--- config.mk ---
export PLATFORM = sky130hd
export DESIGN_NAME = memory_access_unit_flat
export DESIGN_NICKNAME = d
export VERILOG_FILES = /design/src/rtl/memory_access_unit_if.sv /design/src/rtl/memory_access_unit.sv /design/src/flat_wrapper.sv
export SDC_FILE = /design/constraint.sdc
export NUM_CORES = 1
export LEC_CHECK = 0
export CAP_MARGIN = 15
export CORE_ASPECT_RATIO = 0.7
export CORE_UTILIZATION = 40
export CTS_CLUSTER_DIAMETER = 150
export DETAILED_ROUTE_END_ITERATION = 12
export PLACE_DENSITY = 0.83
export RECOVER_POWER = 100
export REMOVE_ABC_BUFFERS = 1
export SYNTH_ARGS = -nofsm -noshare
export SYNTH_HDL_FRONTEND = slang
export SYNTH_SLANG_ARGS = --single-unit
--- constraint.sdc ---
create_clock -name CLK -period 2.59 [get_ports CLK]
set_input_delay 0.518 -clock CLK [delete_from_list [all_inputs] [get_ports CLK]]
set_output_delay 0.518 -clock CLK [all_outputs]
set_load 0.03 [all_outputs]
--- src/rtl/memory_access_unit_if.sv ---
// Data-memory bus between the memory-stage load/store unit and the data memory.
// The unit drives the request fields; the memory answers with Ready/RValid/RData.
interface memory_access_unit_if;
    logic        DMEM_Req;
    logic        DMEM_We;
    logic [31:0] DMEM_Addr;
    logic [31:0] DMEM_WData;
    logic [3:0]  DMEM_Strb;
    logic        DMEM_Ready;
    logic        DMEM_RValid;
    logic [31:0] DMEM_RData;

    modport master (
        output DMEM_Req, DMEM_We, DMEM_Addr, DMEM_WData, DMEM_Strb,
        input  DMEM_Ready, DMEM_RValid, DMEM_RData
    );

    modport slave (
        input  DMEM_Req, DMEM_We, DMEM_Addr, DMEM_WData, DMEM_Strb,
        output DMEM_Ready, DMEM_RValid, DMEM_RData
    );
endinterface

--- src/rtl/memory_access_unit.sv ---
// Memory-stage load/store unit: runs one valid/ready bus transaction per access,
// stalls the pipeline meanwhile, and returns extended load data or a fault/timeout flag.
module memory_access_unit #(
    parameter int unsigned TIMEOUT_CYCLES = 255,
    parameter int unsigned CNT_W          = 8
) (
    input  logic                        CLK,
    input  logic                        RST_N,
    input  logic                        Valid_M,
    input  logic                        MEM_W_En_M,
    input  logic [1:0]                  Result_Src_Sel_M,
    input  logic [2:0]                  MEM_Control_M,
    input  logic [31:0]                 ALU_Result_M,
    input  logic [31:0]                 Write_Data_M,
    memory_access_unit_if.master        dmem,
    output logic                        Stall_M,
    output logic [31:0]                 Read_Data_M,
    output logic                        Fault_M,
    output logic                        Bus_Err_M
);

    typedef enum logic [1:0] {StIdle, StReq, StWait, StDone} state_e;

    state_e             state_q, state_d;
    logic               we_q, we_d;
    logic [31:0]        addr_q, addr_d;
    logic [31:0]        wdata_q, wdata_d;
    logic [3:0]         strb_q, strb_d;
    logic [2:0]         funct3_q, funct3_d;
    logic [1:0]         off_q, off_d;
    logic [31:0]        rdata_q, rdata_d;
    logic               bus_err_q, bus_err_d;
    logic [CNT_W-1:0]   cnt_q, cnt_d;

    logic               is_store, is_load, access, fault, misalign, reserved, timeout;
    logic [3:0]         fmt_strb;
    logic [31:0]        fmt_wdata, load_ext;
    logic [7:0]         ld_byte;
    logic [15:0]        ld_half;

    assign is_store = MEM_W_En_M;
    assign is_load  = (Result_Src_Sel_M == 2'b01);
    assign access   = Valid_M & (is_store | is_load);
    assign fault    = access & (reserved | misalign);

    always_comb begin
        misalign = 1'b0;
        reserved = 1'b0;
        case (MEM_Control_M)
            3'b000, 3'b100: misalign = 1'b0;
            3'b001, 3'b101: misalign = ALU_Result_M[0];
            3'b010:         misalign = (ALU_Result_M[1:0] != 2'b00);
            default:        reserved = 1'b1;
        endcase
    end

    always_comb begin
        fmt_strb  = 4'b1111;
        fmt_wdata = Write_Data_M;
        case (MEM_Control_M[1:0])
            2'b00: begin
                fmt_strb  = 4'b0001 << ALU_Result_M[1:0];
                fmt_wdata = {4{Write_Data_M[7:0]}};
            end
            2'b01: begin
                fmt_strb  = ALU_Result_M[1] ? 4'b1100 : 4'b0011;
                fmt_wdata = {2{Write_Data_M[15:0]}};
            end
            default: ;
        endcase
    end

    assign ld_byte = dmem.DMEM_RData[{off_q, 3'b000} +: 8];
    assign ld_half = off_q[1] ? dmem.DMEM_RData[31:16] : dmem.DMEM_RData[15:0];

    always_comb begin
        case (funct3_q)
            3'b000:  load_ext = {{24{ld_byte[7]}}, ld_byte};
            3'b001:  load_ext = {{16{ld_half[15]}}, ld_half};
            3'b100:  load_ext = {24'h0, ld_byte};
            3'b101:  load_ext = {16'h0, ld_half};
            default: load_ext = dmem.DMEM_RData;
        endcase
    end

    // >= rather than ==: a load accepted on the last REQ cycle gets exactly one WAIT cycle.
    assign timeout = (cnt_q >= CNT_W'(TIMEOUT_CYCLES - 1));

    always_comb begin
        state_d   = state_q;
        we_d      = we_q;
        addr_d    = addr_q;
        wdata_d   = wdata_q;
        strb_d    = strb_q;
        funct3_d  = funct3_q;
        off_d     = off_q;
        rdata_d   = rdata_q;
        cnt_d     = cnt_q;
        bus_err_d = 1'b0;
        unique case (state_q)
            StIdle: begin
                if (access && !fault) begin
                    we_d     = is_store;
                    addr_d   = {ALU_Result_M[31:2], 2'b00};
                    wdata_d  = fmt_wdata;
                    strb_d   = is_store ? fmt_strb : 4'b0000;
                    funct3_d = MEM_Control_M;
                    off_d    = ALU_Result_M[1:0];
                    cnt_d    = '0;
                    state_d  = StReq;
                end
            end
            StReq: begin
                cnt_d = cnt_q + CNT_W'(1);
                if (dmem.DMEM_Ready) begin
                    state_d = we_q ? StDone : StWait;
                end else if (timeout) begin
                    state_d   = StDone;
                    bus_err_d = 1'b1;
                    if (!we_q) rdata_d = '0;
                end
            end
            StWait: begin
                cnt_d = cnt_q + CNT_W'(1);
                if (dmem.DMEM_RValid) begin
                    rdata_d = load_ext;
                    state_d = StDone;
                end else if (timeout) begin
                    state_d   = StDone;
                    bus_err_d = 1'b1;
                    rdata_d   = '0;
                end
            end
            StDone: state_d = StIdle;
        endcase
    end

    always_ff @(posedge CLK or negedge RST_N) begin
        if (!RST_N) begin
            state_q   <= StIdle;
            we_q      <= 1'b0;
            addr_q    <= '0;
            wdata_q   <= '0;
            strb_q    <= '0;
            funct3_q  <= '0;
            off_q     <= '0;
            rdata_q   <= '0;
            cnt_q     <= '0;
            bus_err_q <= 1'b0;
        end else begin
            state_q   <= state_d;
            we_q      <= we_d;
            addr_q    <= addr_d;
            wdata_q   <= wdata_d;
            strb_q    <= strb_d;
            funct3_q  <= funct3_d;
            off_q     <= off_d;
            rdata_q   <= rdata_d;
            cnt_q     <= cnt_d;
            bus_err_q <= bus_err_d;
        end
    end

    assign dmem.DMEM_Req   = (state_q == StReq);
    assign dmem.DMEM_We    = we_q;
    assign dmem.DMEM_Addr  = addr_q;
    assign dmem.DMEM_WData = wdata_q;
    assign dmem.DMEM_Strb  = strb_q;

    assign Stall_M     = ((state_q == StIdle) & access & ~fault) | (state_q == StReq) |
                         (state_q == StWait);
    assign Fault_M     = (state_q == StIdle) & fault;
    assign Read_Data_M = rdata_q;
    assign Bus_Err_M   = bus_err_q;

endmodule

--- src/flat_wrapper.sv ---
// flat-port wrapper written by rule: the top's interface ports become plain ports
module memory_access_unit_flat 
#(
    parameter int unsigned TIMEOUT_CYCLES = 255,
    parameter int unsigned CNT_W          = 8
)
  (CLK, RST_N, Valid_M, MEM_W_En_M, Result_Src_Sel_M, MEM_Control_M, ALU_Result_M, Write_Data_M, Stall_M, Read_Data_M, Fault_M, Bus_Err_M, dmem_DMEM_Req, dmem_DMEM_We, dmem_DMEM_Addr, dmem_DMEM_WData, dmem_DMEM_Strb, dmem_DMEM_Ready, dmem_DMEM_RValid, dmem_DMEM_RData);
  memory_access_unit_if dmem_i ();
  input  logic CLK;
  input  logic RST_N;
  input  logic Valid_M;
  input  logic MEM_W_En_M;
  input  logic [1:0] Result_Src_Sel_M;
  input  logic [2:0] MEM_Control_M;
  input  logic [31:0] ALU_Result_M;
  input  logic [31:0] Write_Data_M;
  output logic Stall_M;
  output logic [31:0] Read_Data_M;
  output logic Fault_M;
  output logic Bus_Err_M;
  output wire logic [$bits(dmem_i.DMEM_Req)-1:0] dmem_DMEM_Req;
  output wire logic [$bits(dmem_i.DMEM_We)-1:0] dmem_DMEM_We;
  output wire logic [$bits(dmem_i.DMEM_Addr)-1:0] dmem_DMEM_Addr;
  output wire logic [$bits(dmem_i.DMEM_WData)-1:0] dmem_DMEM_WData;
  output wire logic [$bits(dmem_i.DMEM_Strb)-1:0] dmem_DMEM_Strb;
  input wire logic [$bits(dmem_i.DMEM_Ready)-1:0] dmem_DMEM_Ready;
  input wire logic [$bits(dmem_i.DMEM_RValid)-1:0] dmem_DMEM_RValid;
  input wire logic [$bits(dmem_i.DMEM_RData)-1:0] dmem_DMEM_RData;
  assign dmem_DMEM_Req = dmem_i.DMEM_Req;
  assign dmem_DMEM_We = dmem_i.DMEM_We;
  assign dmem_DMEM_Addr = dmem_i.DMEM_Addr;
  assign dmem_DMEM_WData = dmem_i.DMEM_WData;
  assign dmem_DMEM_Strb = dmem_i.DMEM_Strb;
  assign dmem_i.DMEM_Ready = dmem_DMEM_Ready;
  assign dmem_i.DMEM_RValid = dmem_DMEM_RValid;
  assign dmem_i.DMEM_RData = dmem_DMEM_RData;
  memory_access_unit #(.TIMEOUT_CYCLES(TIMEOUT_CYCLES), .CNT_W(CNT_W)) u_core (.CLK(CLK), .RST_N(RST_N), .Valid_M(Valid_M), .MEM_W_En_M(MEM_W_En_M), .Result_Src_Sel_M(Result_Src_Sel_M), .MEM_Control_M(MEM_Control_M), .ALU_Result_M(ALU_Result_M), .Write_Data_M(Write_Data_M), .dmem(dmem_i), .Stall_M(Stall_M), .Read_Data_M(Read_Data_M), .Fault_M(Fault_M), .Bus_Err_M(Bus_Err_M));
endmodule
; ---- After elaboration in Yosys (flattened, before gate mapping)
; Cells that the tools add are included.
[classes]
n_addsub = 1
bitwise = 10
muxes = 26
shift = 2
eq_ne = 17
div_mod_pow = 0
multipliers = 0
n_reduce_logical = 15
magnitude_cmp = 1
[ops]
columns = operator, count
row1 = $mux W32, 5
row2 = $pmux W32 S2, 2
row3 = $pmux W32 S4, 1
row4 = $shiftx A32 B6 Y8, 1
row5 = $mux W16, 1
row6 = $pmux W8 S2, 1
row7 = $eq A3 B3 Y1 const B, 4
row8 = $add A8 B1 Y8 const B, 1
row9 = $ge A8 B8 Y1 const B, 1
row10 = $mux W2, 4
row11 = $mux W4, 2
row12 = $mux W8, 1
row13 = $pmux W2 S4, 1
row14 = $pmux W4 S2, 1
row15 = $eq A2 B1 Y1 const B, 3
row16 = $eq A3 B1 Y1 const B, 2
row17 = $logic_not A3 Y1, 2
row18 = $reduce_bool A2 Y1, 3
row19 = $and A1 B1 Y1, 5
row20 = $mux W1, 5
row21 = $reduce_and A5 Y1, 1
row22 = $reduce_or A5 Y1, 1
row23 = $eq A2 B2 Y1 const B, 2
row24 = $logic_not A2 Y1, 2
row25 = 12 further kinds, 20
[word_totals]
n_memories = 0
word_cells = 82
output_inout_bits = 105
latch_bits = 0
reg_bits = 115
ramBits = 0
romBits = 0
in_bits = 107

; ---- Depth between registers and ports, before layout
[logic_depth]
depth_word = 9
ltp_mapped = 7
mapped_depth_nobuf = 6

; ---- Least setup slack after synthesis
; No wires, ideal clock.
[synth_path]
path_type = reg2out
startpoint = register u_core.state_q[0]
endpoint = output Stall_M
t_required_ps = 2072
n_path_buf = 2
stages_incl_launch_ff = 8
slack_ps = 169
arrival_time_ps = 1903
cell_sequence = dfrtp_1 inv_1 ha_1 clkbuf_1 o211ai_1 nor2_2 buf_4 or3_1
[synth_via]
elab_chain_len = 5
word_cells_on_any_way = 7
classes_between = eq/ne (2) / bitwise (4) / reduce/logical (1)
[synth_lines]
columns = item, line_no
row1 = start: declaration, memory_access_unit.sv:24  ; state_e state_q, state_d;
row2 = start signal: assignment, memory_access_unit.sv:140  ; state_q <= StIdle;
row3 = start signal: assignment, memory_access_unit.sv:151  ; state_q <= state_d;
row4 = $logic_not A2 Y1, memory_access_unit.sv:170  ; assign Stall_M = ((state_q == StIdle) & access & ~fault) | (state_q == StReq) |
row5 = $and A1 B1 Y1 (2 in a row), memory_access_unit.sv:170
row6 = $or A1 B1 Y1, memory_access_unit.sv:170
row7 = $or A1 B1 Y1 (*), memory_access_unit.sv:170
row8 = end: declaration, flat_wrapper.sv:17  ; output logic Stall_M;
; Mark *: on every way between the ends. The rest lies on a longest branch, timed or not.

; ---- Final worst setup path
[layout_path]
startpoint = input ALU_Result_M[0]
endpoint = output Stall_M
[layout_via]
elab_chain_len = 8
[layout_lines]
columns = item, line_no
row1 = start: declaration, flat_wrapper.sv:15  ; input logic [31:0] ALU_Result_M;
row2 = $reduce_bool A2 Y1, memory_access_unit.sv:52  ; 3'b010: misalign = (ALU_Result_M[1:0] != 2'b00);
row3 = $pmux W1 S2 (*), memory_access_unit.sv:49  ; case (MEM_Control_M)
row4 = $or A1 B1 Y1 (*), memory_access_unit.sv:44  ; assign fault = access & (reserved | misalign);
row5 = $and A1 B1 Y1 (*), memory_access_unit.sv:44
row6 = $not A1 Y1 (*), memory_access_unit.sv:170
row7 = $and A1 B1 Y1 (*), memory_access_unit.sv:170
row8 = $or A1 B1 Y1 (*) (2 in a row), memory_access_unit.sv:170
; Marks and branches as above.

==> run_results.csv <==
group,metric,value,unit
status,status,"complete, but fails checks",
status,violations,"max-capacitance violations, max-slew violations",
sta,drv_slew,32,
cts,htree_num_levels,4,
drt,vias_per_cell,5.42,
global_routing,grt_pass1_vias,5144,
floorplan,io_pins,212,
power,finalPower,11200,uW
yosys,synth_compound_area_share,15.8,%
cts,cts_buffers,17,
worst_hold_path,hold_class,"reg2reg",
worst_setup_path,crit_family,"buffers and inverters",
sta,tns,0,ps
drt,vias,4978,
floorplan,start_util,41.4,%
cts,clock_path_buffers,2,
cells_and_area,final_cells,918,
yosys,synth_fa_ha_area_share,1.51,%
cts,cts_setup_buffers,0,
floorplan,core,14100,sq um
yosys,synthTopCellsByArea,"dfrtp_1 (50%), mux2_2 (16%), a22o_1 (3.8%), a21o_1 (2.3%), mux2i_1 (2.2%)",
sta,fin_skew,10.4,ps
sta,fin_crit_sh,96.0,%
drt,routed_wl,17500,um
cells_and_area,syn_to_final_growth,51.5,%
yosys,yosysUniqueCellTypes,57,
sta,worst_slew_pin_slew,1800,ps
sta,max_slew_margin,-19.8,%
drt,antenna_left,0,
yosys,synth_top_family_by_area,"multiplexers",
yosys,yosys.area.top_type,"dfrtp_1",
yosys,synth_area,5810,sq um
power,irDropWorstVdd,0.796,mV
global_routing,track_usage,23.8,%
yosys,synth_ff_type,"dfrtp_1",
yosys,synthMostInstantiatedCell,"dfrtp_1",
cells_and_area,nets,829,
worst_setup_path,path_buf_inv,3,
yosys,synth_common_cells,"dfrtp_1 (115), mux2_2 (85), a22o_1 (25)",
worst_setup_path,crit_type,"in2out",
global_routing,grt_pass1_wl,27500,um
global_routing,grt_antenna_before_repair,1,
worst_setup_path,max_stage_delay,530,ps
yosys,syn_avg_cell_area,11.8,sq um
yosys,synth_top_area_share,49.5,%
cts,insertion_delay,410,ps
sta,final.min_clock_period,2490,ps
drt,firstDrtPassIters,5,
worst_setup_path,worstPathMaxFanout,4,
global_routing,grt_remaining_overflow,0,
yosys,ys_async_sr_fraction,100,%
floorplan,placementRows,36,
worst_setup_path,path_cells,"clkdlybuf4s50_1, buf_4, nor4_4, nor2_2, nor2_4, or3_1, clkbuf_4",
placement,dp_hpwl,12900,um
flow_run,cap_violations,1,
worst_setup_path,slowest_stage,"clkdlybuf4s50_1",
power,p_leak,0.00388,uW
sta,rsz0062_at_grt,"no",
worst_setup_path,arrival,1970,ps
power,powerDensity,1280,nW/um^2
yosys,synth-seq-cells,115,
yosys,ys_warn_count,0,
placement,io_buffer_count,209,
placement,gp_congestion,0.844,
drt,drc_errors,0,
yosys,synth_cells,491,
worst_setup_path,cp-start-kind,"input port",
cells_and_area,drive_above_1_share,22.0,%
drt,drt_iter0_drc,258,
global_routing,grt_max_degree,61,
cts,cts.clk_slew.worst_paths,60,ps
floorplan,die_h,103,um
placement,dp.cells,886,
sta,finalHoldViolations,0,
sta,setup_viol,0,
yosys,yosysSeqAreaShare,49.5,%
yosys,synthMuxAreaShare,20.5,%
yosys,yosys.area_share.xor_xnor,0.151,%
floorplan,die-area,15000,sq um
cts,root_buffer,"clkbuf_16",
sta,fmax,402,MHz
floorplan,fp.dieW,146,um
worst_setup_path,worst_ep_required_time,2070,ps
drt,avgRoutedWirePerCell,19.0,um
yosys,synth_edf_count,0,
cts,cts_sinks,115,
worst_setup_path,end_kind,"output port",
cts,cts_tree,"done",
yosys,synth-simple-area-share,9.15,%
[where the power goes]
group          internal [uW]  switching [uW]
Combinational           2360            3090
Clock                   1660             868
Sequential              2640             633
[metal layers]
layer / up-vias / part of all wire, % / wire, um / track usage (%)
li1: 2277 / - / - / -
met1: 2445 / 40 / 6960 / 28.2
met2: 225 / 49 / 8520 / 40.2
met3: 31 / 9.4 / 1630 / 8.85
met4: 0 / 2.0 / 351 / 8.89
met5: - / 0 / 0 / 0
[layout by cell type, fill, tap and decap left out, drive strengths merged, types with 13 or more instances in the layout]
cell type,instances
a22o,25
nor2,18
dlygate4sd3,100
a21oi,17
nand2,21
mux2,94
clkdlybuf4s50,105
o21ai,24
buf,16
clkbuf,32
dfrtp,115
mux2i,13
a21o,18
[repair_timing]
action / in CTS / in global routing
hold endpoints to repair: 0 / 0
resized for setup: 1 / 0
hold buffers: 0 / 0
endpoints found under the setup margin: 1 / 0
[state kept, by name, summed over array words and instances (netlist names)]
name	flops
u_core.dmem.DMEM_Strb	4
u_core.state_q	2
u_core.Bus_Err_M	1
u_core.Read_Data_M	32
u_core.funct3_q	3
u_core.dmem.DMEM_We	1
u_core.off_q	2
u_core.dmem.DMEM_WData	32
u_core.dmem.DMEM_Addr	30
u_core.cnt_q	8
[kinds of logic after synthesis]
| logic type | after synthesis |
|---|---|
| AOI/OAI and AO/OA | 121 |
| DFF | 115 |
| muxes | 107 |
| and+or+nand+nor | 99 |
| buffers and inverters | 40 |
| adders and majority gates | 7 |
| other | 1 |
| xor gates and xnor gates | 1 |
[path summary, 6_finish.rpt]
kind | slack, ps | cells past startpoint | endpoint | start
min in group asynchronous | 580 | 1 | u_core.dmem.DMEM_WData[8]$_DFFE_PN0P_ | RST_N
max in group asynchronous | 520 | 2 | u_core.Read_Data_M[12]$_DFFE_PN0P_ | RST_N
worst min-delay path | 480 | 1 | u_core.dmem.DMEM_Addr[27]$_DFFE_PN0P_ | u_core.dmem.DMEM_Addr[27]$_DFFE_PN0P_
worst max-delay path | 100 | 7 | Stall_M | ALU_Result_M[0]
worst min register to register | 480 | 1 | u_core.dmem.DMEM_Addr[27]$_DFFE_PN0P_ | u_core.dmem.DMEM_Addr[27]$_DFFE_PN0P_
worst max register to register | 270 | 7 | u_core.Read_Data_M[24]$_DFFE_PN0P_ | u_core.cnt_q[0]$_DFFE_PN0P_
[metrics by stage]
| step | cell area, sq um | worst slack, ps | utilization [%] | hold slack (ps) |
|---|---|---|---|---|
| 4_1_cts | 8880 | 72.4 | 63.2 | 44.6 |
| 5_1_grt | 8810 | 19.9 | 62.7 | 507 |
| 2_1_floorplan | 5660 | -1510 | - | 222 |
| 3_3_place_gp | 8250 | 35.8 | 58.7 | 470 |
| 3_5_place_dp | 8250 | -168 | 58.7 | 478 |
| 6_report | 8810 | 103 | 62.7 | 480 |
[final cells by class]
cell class	instances	area [sq um]
fill	1080	5240
sequential	115	2880
multi-input combinational	337	2760
timing repair buffer	235	2270
clock buffer	19	453
tap	190	238
clock inverter	12	178
inverter	9	33.8
antenna	1	2.50
No activity file was read; power rests on OpenSTA's default activity.
